==> src/rtl/reg_dump_if.sv <==
// Bus bundle between the register dump engine and its environment: read port 1
// of the register file, the freeze request/grant pair, and the dump output stream.
interface reg_dump_if #(
  parameter int unsigned ADDR_W = 5,
  parameter int unsigned DATA_W = 32
);
  logic              start;
  logic              grant;
  logic              req;
  logic [ADDR_W-1:0] rd_addr;
  logic [DATA_W-1:0] rd_data;
  logic              dump_valid;
  logic              dump_ready;
  logic [DATA_W-1:0] dump_data;
  logic [ADDR_W:0]   dump_idx;
  logic              dump_last;
  logic              busy;
  logic              done;

  // Dump engine side
  modport master (
    input  start, grant, rd_data, dump_ready,
    output req, rd_addr, dump_valid, dump_data, dump_idx, dump_last, busy, done
  );

  // Environment side: hazard control, register file and trace sink
  modport slave (
    output start, grant, rd_data, dump_ready,
    input  req, rd_addr, dump_valid, dump_data, dump_idx, dump_last, busy, done
  );
endinterface

==> src/rtl/reg_dump_unit.sv <==
// Register file dump engine: on start, freezes the pipeline, walks r0..r(NUM_REGS-1)
// through read port 1 and streams each captured word over a valid/ready channel.
// Optional feature macro REG_DUMP_CHECKSUM_EN appends an XOR checksum word that
// carries dump_last; without it dump_last accompanies the final register.
module reg_dump_unit #(
  parameter int unsigned NUM_REGS = 32,
  parameter int unsigned ADDR_W   = 5,
  parameter int unsigned DATA_W   = 32,
  parameter int unsigned READ_LAT = 1
) (
  input logic         clk,
  input logic         reset,
  reg_dump_if.master  bus
);

`ifdef REG_DUMP_CHECKSUM_EN
  typedef enum logic [2:0] {StIdle, StReq, StAddr, StOut, StCsum, StDone} state_e;
`else
  typedef enum logic [2:0] {StIdle, StReq, StAddr, StOut, StDone} state_e;
`endif

  localparam logic [1:0]        LatLast = 2'(READ_LAT - 1);
  localparam logic [ADDR_W-1:0] IdxLast = ADDR_W'(NUM_REGS - 1);
`ifdef REG_DUMP_CHECKSUM_EN
  localparam logic [ADDR_W:0]   CsumIdx = (ADDR_W + 1)'(NUM_REGS);
`endif

  state_e            state;
  logic [ADDR_W-1:0] idx;
  logic [1:0]        lat_cnt;
`ifdef REG_DUMP_CHECKSUM_EN
  logic [DATA_W-1:0] checksum;
`endif

  // Sequencer: all outputs are registered and updated on the transition into
  // the state that owns them, so they are glitch-free toward the ID stage.
  always_ff @(posedge clk) begin
    if (reset) begin
      state          <= StIdle;
      idx            <= '0;
      lat_cnt        <= '0;
      bus.req        <= 1'b0;
      bus.rd_addr    <= '0;
      bus.dump_valid <= 1'b0;
      bus.dump_data  <= '0;
      bus.dump_idx   <= '0;
      bus.dump_last  <= 1'b0;
      bus.busy       <= 1'b0;
      bus.done       <= 1'b0;
`ifdef REG_DUMP_CHECKSUM_EN
      checksum       <= '0;
`endif
    end else begin
      unique case (state)
        StIdle: begin
          if (bus.start) begin
            state    <= StReq;
            idx      <= '0;
            bus.req  <= 1'b1;
            bus.busy <= 1'b1;
`ifdef REG_DUMP_CHECKSUM_EN
            checksum <= '0;
`endif
          end
        end
        StReq: begin
          if (bus.grant) begin
            state       <= StAddr;
            lat_cnt     <= '0;
            bus.rd_addr <= idx;
          end
        end
        StAddr: begin
          // Losing the grant invalidates any partial wait on the read port.
          if (!bus.grant) begin
            lat_cnt <= '0;
          end else if (lat_cnt == LatLast) begin
            state          <= StOut;
            lat_cnt        <= '0;
            bus.dump_valid <= 1'b1;
            bus.dump_data  <= bus.rd_data;
            bus.dump_idx   <= {1'b0, idx};
`ifdef REG_DUMP_CHECKSUM_EN
            bus.dump_last  <= 1'b0;
            checksum       <= checksum ^ bus.rd_data;
`else
            bus.dump_last  <= (idx == IdxLast);
`endif
          end else begin
            lat_cnt <= lat_cnt + 2'd1;
          end
        end
        StOut: begin
          if (bus.dump_ready) begin
            if (idx != IdxLast) begin
              state          <= StAddr;
              idx            <= idx + ADDR_W'(1);
              bus.rd_addr    <= idx + ADDR_W'(1);
              bus.dump_valid <= 1'b0;
              bus.dump_last  <= 1'b0;
            end else begin
`ifdef REG_DUMP_CHECKSUM_EN
              state          <= StCsum;
              bus.dump_valid <= 1'b1;
              bus.dump_idx   <= CsumIdx;
              bus.dump_data  <= checksum;
              bus.dump_last  <= 1'b1;
`else
              state          <= StDone;
              bus.dump_valid <= 1'b0;
              bus.dump_last  <= 1'b0;
              bus.req        <= 1'b0;
              bus.done       <= 1'b1;
`endif
            end
          end
        end
`ifdef REG_DUMP_CHECKSUM_EN
        StCsum: begin
          if (bus.dump_ready) begin
            state          <= StDone;
            bus.dump_valid <= 1'b0;
            bus.dump_last  <= 1'b0;
            bus.req        <= 1'b0;
            bus.done       <= 1'b1;
          end
        end
`endif
        StDone: begin
          // start is deliberately not looked at here
          state         <= StIdle;
          bus.busy      <= 1'b0;
          bus.done      <= 1'b0;
          bus.dump_data <= '0;
          bus.dump_idx  <= '0;
        end
        default: state <= StIdle;
      endcase
    end
  end

endmodule

==> src/flat_wrapper.sv <==
// flat-port wrapper written by rule: the top's interface ports become plain ports
module reg_dump_unit_flat 
#(
  parameter int unsigned NUM_REGS = 32,
  parameter int unsigned ADDR_W   = 5,
  parameter int unsigned DATA_W   = 32,
  parameter int unsigned READ_LAT = 1
)
  (clk, reset, bus_start, bus_grant, bus_rd_data, bus_dump_ready, bus_req, bus_rd_addr, bus_dump_valid, bus_dump_data, bus_dump_idx, bus_dump_last, bus_busy, bus_done);
  reg_dump_if #(.ADDR_W(ADDR_W), .DATA_W(DATA_W)) bus_i ();
  input logic clk;
  input logic reset;
  input wire logic [$bits(bus_i.start)-1:0] bus_start;
  input wire logic [$bits(bus_i.grant)-1:0] bus_grant;
  input wire logic [$bits(bus_i.rd_data)-1:0] bus_rd_data;
  input wire logic [$bits(bus_i.dump_ready)-1:0] bus_dump_ready;
  output wire logic [$bits(bus_i.req)-1:0] bus_req;
  output wire logic [$bits(bus_i.rd_addr)-1:0] bus_rd_addr;
  output wire logic [$bits(bus_i.dump_valid)-1:0] bus_dump_valid;
  output wire logic [$bits(bus_i.dump_data)-1:0] bus_dump_data;
  output wire logic [$bits(bus_i.dump_idx)-1:0] bus_dump_idx;
  output wire logic [$bits(bus_i.dump_last)-1:0] bus_dump_last;
  output wire logic [$bits(bus_i.busy)-1:0] bus_busy;
  output wire logic [$bits(bus_i.done)-1:0] bus_done;
  assign bus_i.start = bus_start;
  assign bus_i.grant = bus_grant;
  assign bus_i.rd_data = bus_rd_data;
  assign bus_i.dump_ready = bus_dump_ready;
  assign bus_req = bus_i.req;
  assign bus_rd_addr = bus_i.rd_addr;
  assign bus_dump_valid = bus_i.dump_valid;
  assign bus_dump_data = bus_i.dump_data;
  assign bus_dump_idx = bus_i.dump_idx;
  assign bus_dump_last = bus_i.dump_last;
  assign bus_busy = bus_i.busy;
  assign bus_done = bus_i.done;
  reg_dump_unit #(.NUM_REGS(NUM_REGS), .ADDR_W(ADDR_W), .DATA_W(DATA_W), .READ_LAT(READ_LAT)) u_core (.clk(clk), .reset(reset), .bus(bus_i));
endmodule
==> config.mk <==
export PLATFORM = sky130hd
export DESIGN_NAME = reg_dump_unit_flat
export DESIGN_NICKNAME = d
export VERILOG_FILES = /design/src/rtl/reg_dump_if.sv /design/src/rtl/reg_dump_unit.sv /design/src/flat_wrapper.sv
export SDC_FILE = /design/constraint.sdc
export NUM_CORES = 1
export LEC_CHECK = 0
export ABC_AREA = 1
export BUFFER_PORTS_ARGS = -buffer_cell sky130_fd_sc_hd__buf_2
export CAP_MARGIN = 40
export CELL_PAD_IN_SITES_DETAIL_PLACEMENT = 2
export CELL_PAD_IN_SITES_GLOBAL_PLACEMENT = 2
export CORE_MARGIN = 4
export CORE_UTILIZATION = 27
export DETAILED_ROUTE_END_ITERATION = 8
export GPL_TIMING_DRIVEN = 1
export PLACE_DENSITY = 0.78
export SETUP_SLACK_MARGIN = 0.4
export SLEW_MARGIN = 20
export SYNTH_ARGS = -nofsm -noshare
export SYNTH_HDL_FRONTEND = slang
export SYNTH_SLANG_ARGS = --single-unit
export TNS_END_PERCENT = 100
==> constraint.sdc <==
create_clock -name clk -period 2 [get_ports clk]
set_input_delay 0.4 -clock clk [delete_from_list [all_inputs] [get_ports clk]]
set_output_delay 0.4 -clock clk [all_outputs]
set_load 0.005 [all_outputs]
## Word level (Yosys, flattened, before mapping)

Index checks and enable logic that the tools add are counted.

- Bits in registers: 58
- Output and inout port bits: 48
- Input bits: 37
- Word-level logic and storage cells: 82

- Reduce and logical (&&, ||, !) cells: 18
- Multiplexer cells: 38
- $add $sub $neg: 2
- Equal/unequal tests: 13

Operators by type and width:

| cell | number |
|---|---|
| 32-bit 2-to-1 mux | 2 |
| 32-bit case mux with 2 select lines | 1 |
| 5-bit 2-to-1 mux | 4 |
| 5-bit case mux with 2 select lines | 2 |
| 3-bit 2-to-1 mux | 6 |
| 4-bit AND reduction | 4 |
| 2-bit nonzero test | 7 |
| 6-bit 2-to-1 mux | 2 |
| 3-bit case mux with 4 select lines | 1 |
| 6-bit case mux with 2 select lines | 1 |
| 1-bit 2-to-1 mux | 10 |
| 2-bit inequality test, second input constant | 5 |
| 1-bit case mux with 2 select lines | 5 |
| 3-bit by 2-bit == test with 1-bit output, second input constant | 2 |
| 2-bit 2-to-1 mux | 3 |
| 3-bit AND reduction | 2 |
| 5-bit by 1-bit adder with 5-bit output, second input constant | 1 |
| 5-bit == test, second input constant | 1 |
| 5-bit inequality test, second input constant | 1 |
| 5-bit AND reduction | 1 |
| 2-bit by 1-bit inequality test with 1-bit output, second input constant | 2 |
| 2-bit case mux with 2 select lines | 1 |
| 2-bit AND reduction | 2 |
| 3-bit by 1-bit == test with 1-bit output, second input constant | 1 |
| 4 further kinds | 4 |

## Depth between registers and ports, before layout

- Depth after elaboration: 4
- Gate-level depth with buffers: 11
- Mapped depth without buffers: 11

## Worst setup path before layout

No wires, ideal clock.

- Path kind: reg-to-reg
- Start: register u_core.idx[0]
- End: register u_core.idx[3]
- Cell stages (with the launch flop): 10
- Path slack: 521 ps
- Arrival time: 1,368 ps
- Setup time: 111 ps
- Period minus slack after synthesis: 1,479 ps
- Data required time: 1,889 ps
- Buffers on the path: 0
- Cell sequence: dfxtp_1 -> ha_1 -> nand2_1 -> nor2_1 -> ha_1 -> inv_1 -> nand2_2 -> a21oi_4 -> and2_1 -> nor2_1

- Word-level cells in the longest chain between the ends: 4
- Elaborated cells between the ends (all ways): 7
- Classes of those cells: add/sub (1); eq/ne (2); mux (3); reduce/logical (1)

Ends and longest elaborated chain:

| what | line | text |
|---|---|---|
| start, declared | reg_dump_unit.sv:29 | `logic [ADDR_W-1:0] idx;` |
| start signal, assigned | reg_dump_unit.sv:97 | `idx <= idx + ADDR_W'(1);` |
| 5-bit by 1-bit adder with 5-bit output | reg_dump_unit.sv:97 |  |
| 5-bit 2-to-1 mux | reg_dump_unit.sv:95 | `if (idx != IdxLast) begin` |
| 5-bit 2-to-1 mux | reg_dump_unit.sv:94 | `if (bus.dump_ready) begin` |
| 5-bit case mux with 2 select lines | reg_dump_unit.sv:54 | `unique case (state)` |

Parallel ways exist; a longest one is shown, timed or not. The select of a mux whose other input is x is not followed.
A chain may end at the register's enable or synchronous reset.

## Final worst setup path

- Start: register u_core.idx[1]
- End: register u_core.idx[2]

The elaborated chain is that of the path after synthesis.

==> results by group <==
Run status
  • Status: finished clean

Detailed routing
  • Max Used Layer: met4
  • WL met2: ~5000 um
  • Post-detailed-route wirelength per cell: about 18 um
  • TritonRoute pass-1 iters: 4
  • Routed Antenna Nets: 0
  • M1 wire length: just under 4000 um
  • DR vias: between 2000 and 3000
  • Vias per inst: 5.12
  • Routed wl met3: ~420 um
  • Drt total wl: 9570 um
  • DRC Markers: 0
  • Drt first-iter violations: between 60 and 70

Logic synthesis
  • Syn nets: 375
  • Yosys warning total: 0
  • Mapped Cells: 333
  • Syn_area_per_cell: between 7 and 8 um2
  • Sequential element share of the synthesized area: 0.457
  • Post-Syn Area: about 2500 um2
  • Post-synthesis cell type count: 24
  • Seq cells post-synth: between 50 and 60

STA
  • Final worst slack: 0.367 ns
  • Final Cycle Share: 0.817
  • Slew Limit Fails: 0
  • Final Hold Viols: 0
  • Setup TNS: 0 ns
  • Min Tclk post-route: about 1.6 ns
  • Fmax: roughly 600 MHz
  • Final setup violation count: 0
  • RSZ-0062 raised after global routing: yes
  • Setup Skew: about 0.0084 ns

CTS
  • CTS tree: done
  • CTS clock-pin slew for the worst setup and hold paths: approximately 0.070 ns
  • Hold buffers post-CTS: 0
  • Max Root-Sink Buffers: 2
  • Total CTS buffers: 9
  • Clk sinks: 57
  • Clk root buf: clkbuf_8
  • Worst skew pair latency: approximately 0.33 ns
  • CTS H-Tree Depth: 3

Layout
  • Commonest non-fill, non-tap cell in the layout: a21oi_1
  • Commonest non-fill, non-tap cells in the layout: a21oi_1, buf_2, dfxtp_1
  • Area Overhead vs Synth: 36.1%
  • Fraction of layout cells with a size suffix above 1: 0.352
  • Nets@finish: 460
  • Ant. Diodes: 0
  • Post-layout util: 0.384

Critical path
  • Critical Path Fanout Max: 8
  • CP endpoint kind: flip-flop
  • R2r setup slk: 0.37 ns
  • Critical path class: flip-flop to flip-flop
  • Required time worst endpoint: 2.23 ns
  • Worst setup SP type: flip-flop
  • WP data arrival: about 1.9 ns

Floorplanning
  • DIE HEIGHT: 104 um
  • Core region area: between 8000 and 9000 um2
  • Top Ports: 85
  • Num rows: 34
  • Die X: 104 um
  • Initial Util: 0.282
  • Die area: roughly 11000 um2

Global route
  • Initial antenna violation count: 0
  • GRT Resource Usage Total: 0.166
  • Largest net degree at the start of global routing: 41
  • First-pass GRT wire length: between 10000 and 15000 um
  • Total grt overflow: 0
  • Vias in the first global route: 2877

Place
  • Gpl congestion: between 0.7 and 0.8
  • Place WS: 0.299 ns
  • Dpl hpwl: a little under 6000 um
  • PortBufs: between 80 and 90

Power
  • Total power: about 5.5 mW
  • Leakage: approximately 1.6 nW
  • VDD IR max: 0.000403 V
  • Cell Pwr Density: 1630 nW/um2

Hold path
  • Type of the worst min-delay path: primary input to flip-flop

Run
  • Max Cap Viol: 0
layout make-up:
type / count / area, um2
flip-flops and latches: 57 / 1150
repair buffers: 96 / 549
fillers: 1055 / 5450
clock buffers: 12 / 155
clock inverters: 4 / 73.8
well taps: 108 / 135
multi-input cells: 234 / 1260
inverters: 20 / 75.1
final timing paths:
path	start	end	cells after the start
worst max-delay path	u_core.idx[1]$_SDFFE_PP0P_	u_core.idx[2]$_SDFFE_PP0P_	10
worst min-delay path	bus_rd_data[27]	u_core.bus.dump_data[27]$_SDFFE_PP0P_	3
worst max register to register	u_core.idx[1]$_SDFFE_PP0P_	u_core.idx[2]$_SDFFE_PP0P_	10
worst min register to register	u_core.bus.dump_last$_SDFFE_PP0P_	u_core.bus.dump_last$_SDFFE_PP0P_	2
registers in the layout, summed over array words and instances (netlist names):
register               cells
u_core.bus.busy            1
u_core.bus.done            1
u_core.bus.dump_data      32
u_core.bus.dump_idx        5
u_core.bus.dump_last       1
u_core.bus.dump_valid      1
u_core.bus.rd_addr         5
u_core.bus.req             1
u_core.idx                 5
u_core.lat_cnt             2
u_core.state               3
Yosys cell counts, drive strengths merged:
master	n	area share
a21oi	87	0.18
dfxtp	57	0.46
nand2	53	0.087
nand3	53	0.11
nor2	24	0.040
inv	20	0.030
buf	13	0.031
clkbuf	9	0.014
ha	5	0.025
nand4	4	0.010
o21ai	3	0.0060
a31oi	1	0.0025
and2	1	0.0025
conb	1	0.0015
nor3	1	0.0040
or2	1	0.0025
critical path, stage by stage, from the launching register on:
cell and delay [ns]:
dfxtp_4 0.37, ha_4 0.16, nand2_2 0.08, nor2_2 0.04, ha_2 0.17, inv_2 0.07
nand2_4 0.09, a21oi_4 0.29, nand2_1 0.12, nand2_1 0.09, nor2_1 0.04
per-stage QoR:
| stage | instances | cell area [um2] | hold WS (ns) |
|---|---|---|---|
| after floorplan | 333 | 2500 | 0.439 |
| after global placement | 507 | 3000 | 0.448 |
| after detailed placement | 507 | 3000 | 0.460 |
| after CTS | 524 | 3260 | 0.314 |
| after global routing | 531 | 3400 | 0.320 |
| final | 531 | 3400 | 0.327 |
metal layers:
layer | global-route usage | vias to the layer above
met5 | 0 | -
met4 | 0.0741 | 0
met3 | 0.0397 | 19
met2 | 0.299 | 64
met1 | 0.184 | 1342
li1 | - | 1296
kinds of logic after synthesis:
| kind of cell | Yosys count | synth area share |
|---|---|---|
| flops | 57 | 0.457 |
| fa+ha+maj | 5 | 0.0251 |
| compound gates | 91 | 0.187 |
| other cells | 1 | 0.00150 |
| buf+inv | 42 | 0.0747 |
| simple gates | 137 | 0.254 |
repair_timing:
item	4_1_cts	5_1_grt
gates resized for setup	10	25
buffers inserted	1	7
pin swaps	2	9
hold endpoints to repair	0	0
setup endpoints to repair	52	53
report_power, final:
| part | switching [mW] | internal (mW) | leakage [nW] |
|---|---|---|---|
| clock | 0.498 | 0.773 | 0.117 |
| combinational | 1.35 | 0.936 | 1.02 |
| sequential | 0.339 | 1.64 | 0.471 |
| total | 2.18 | 3.35 | 1.61 |
Power figures use the tool's default switching activity.
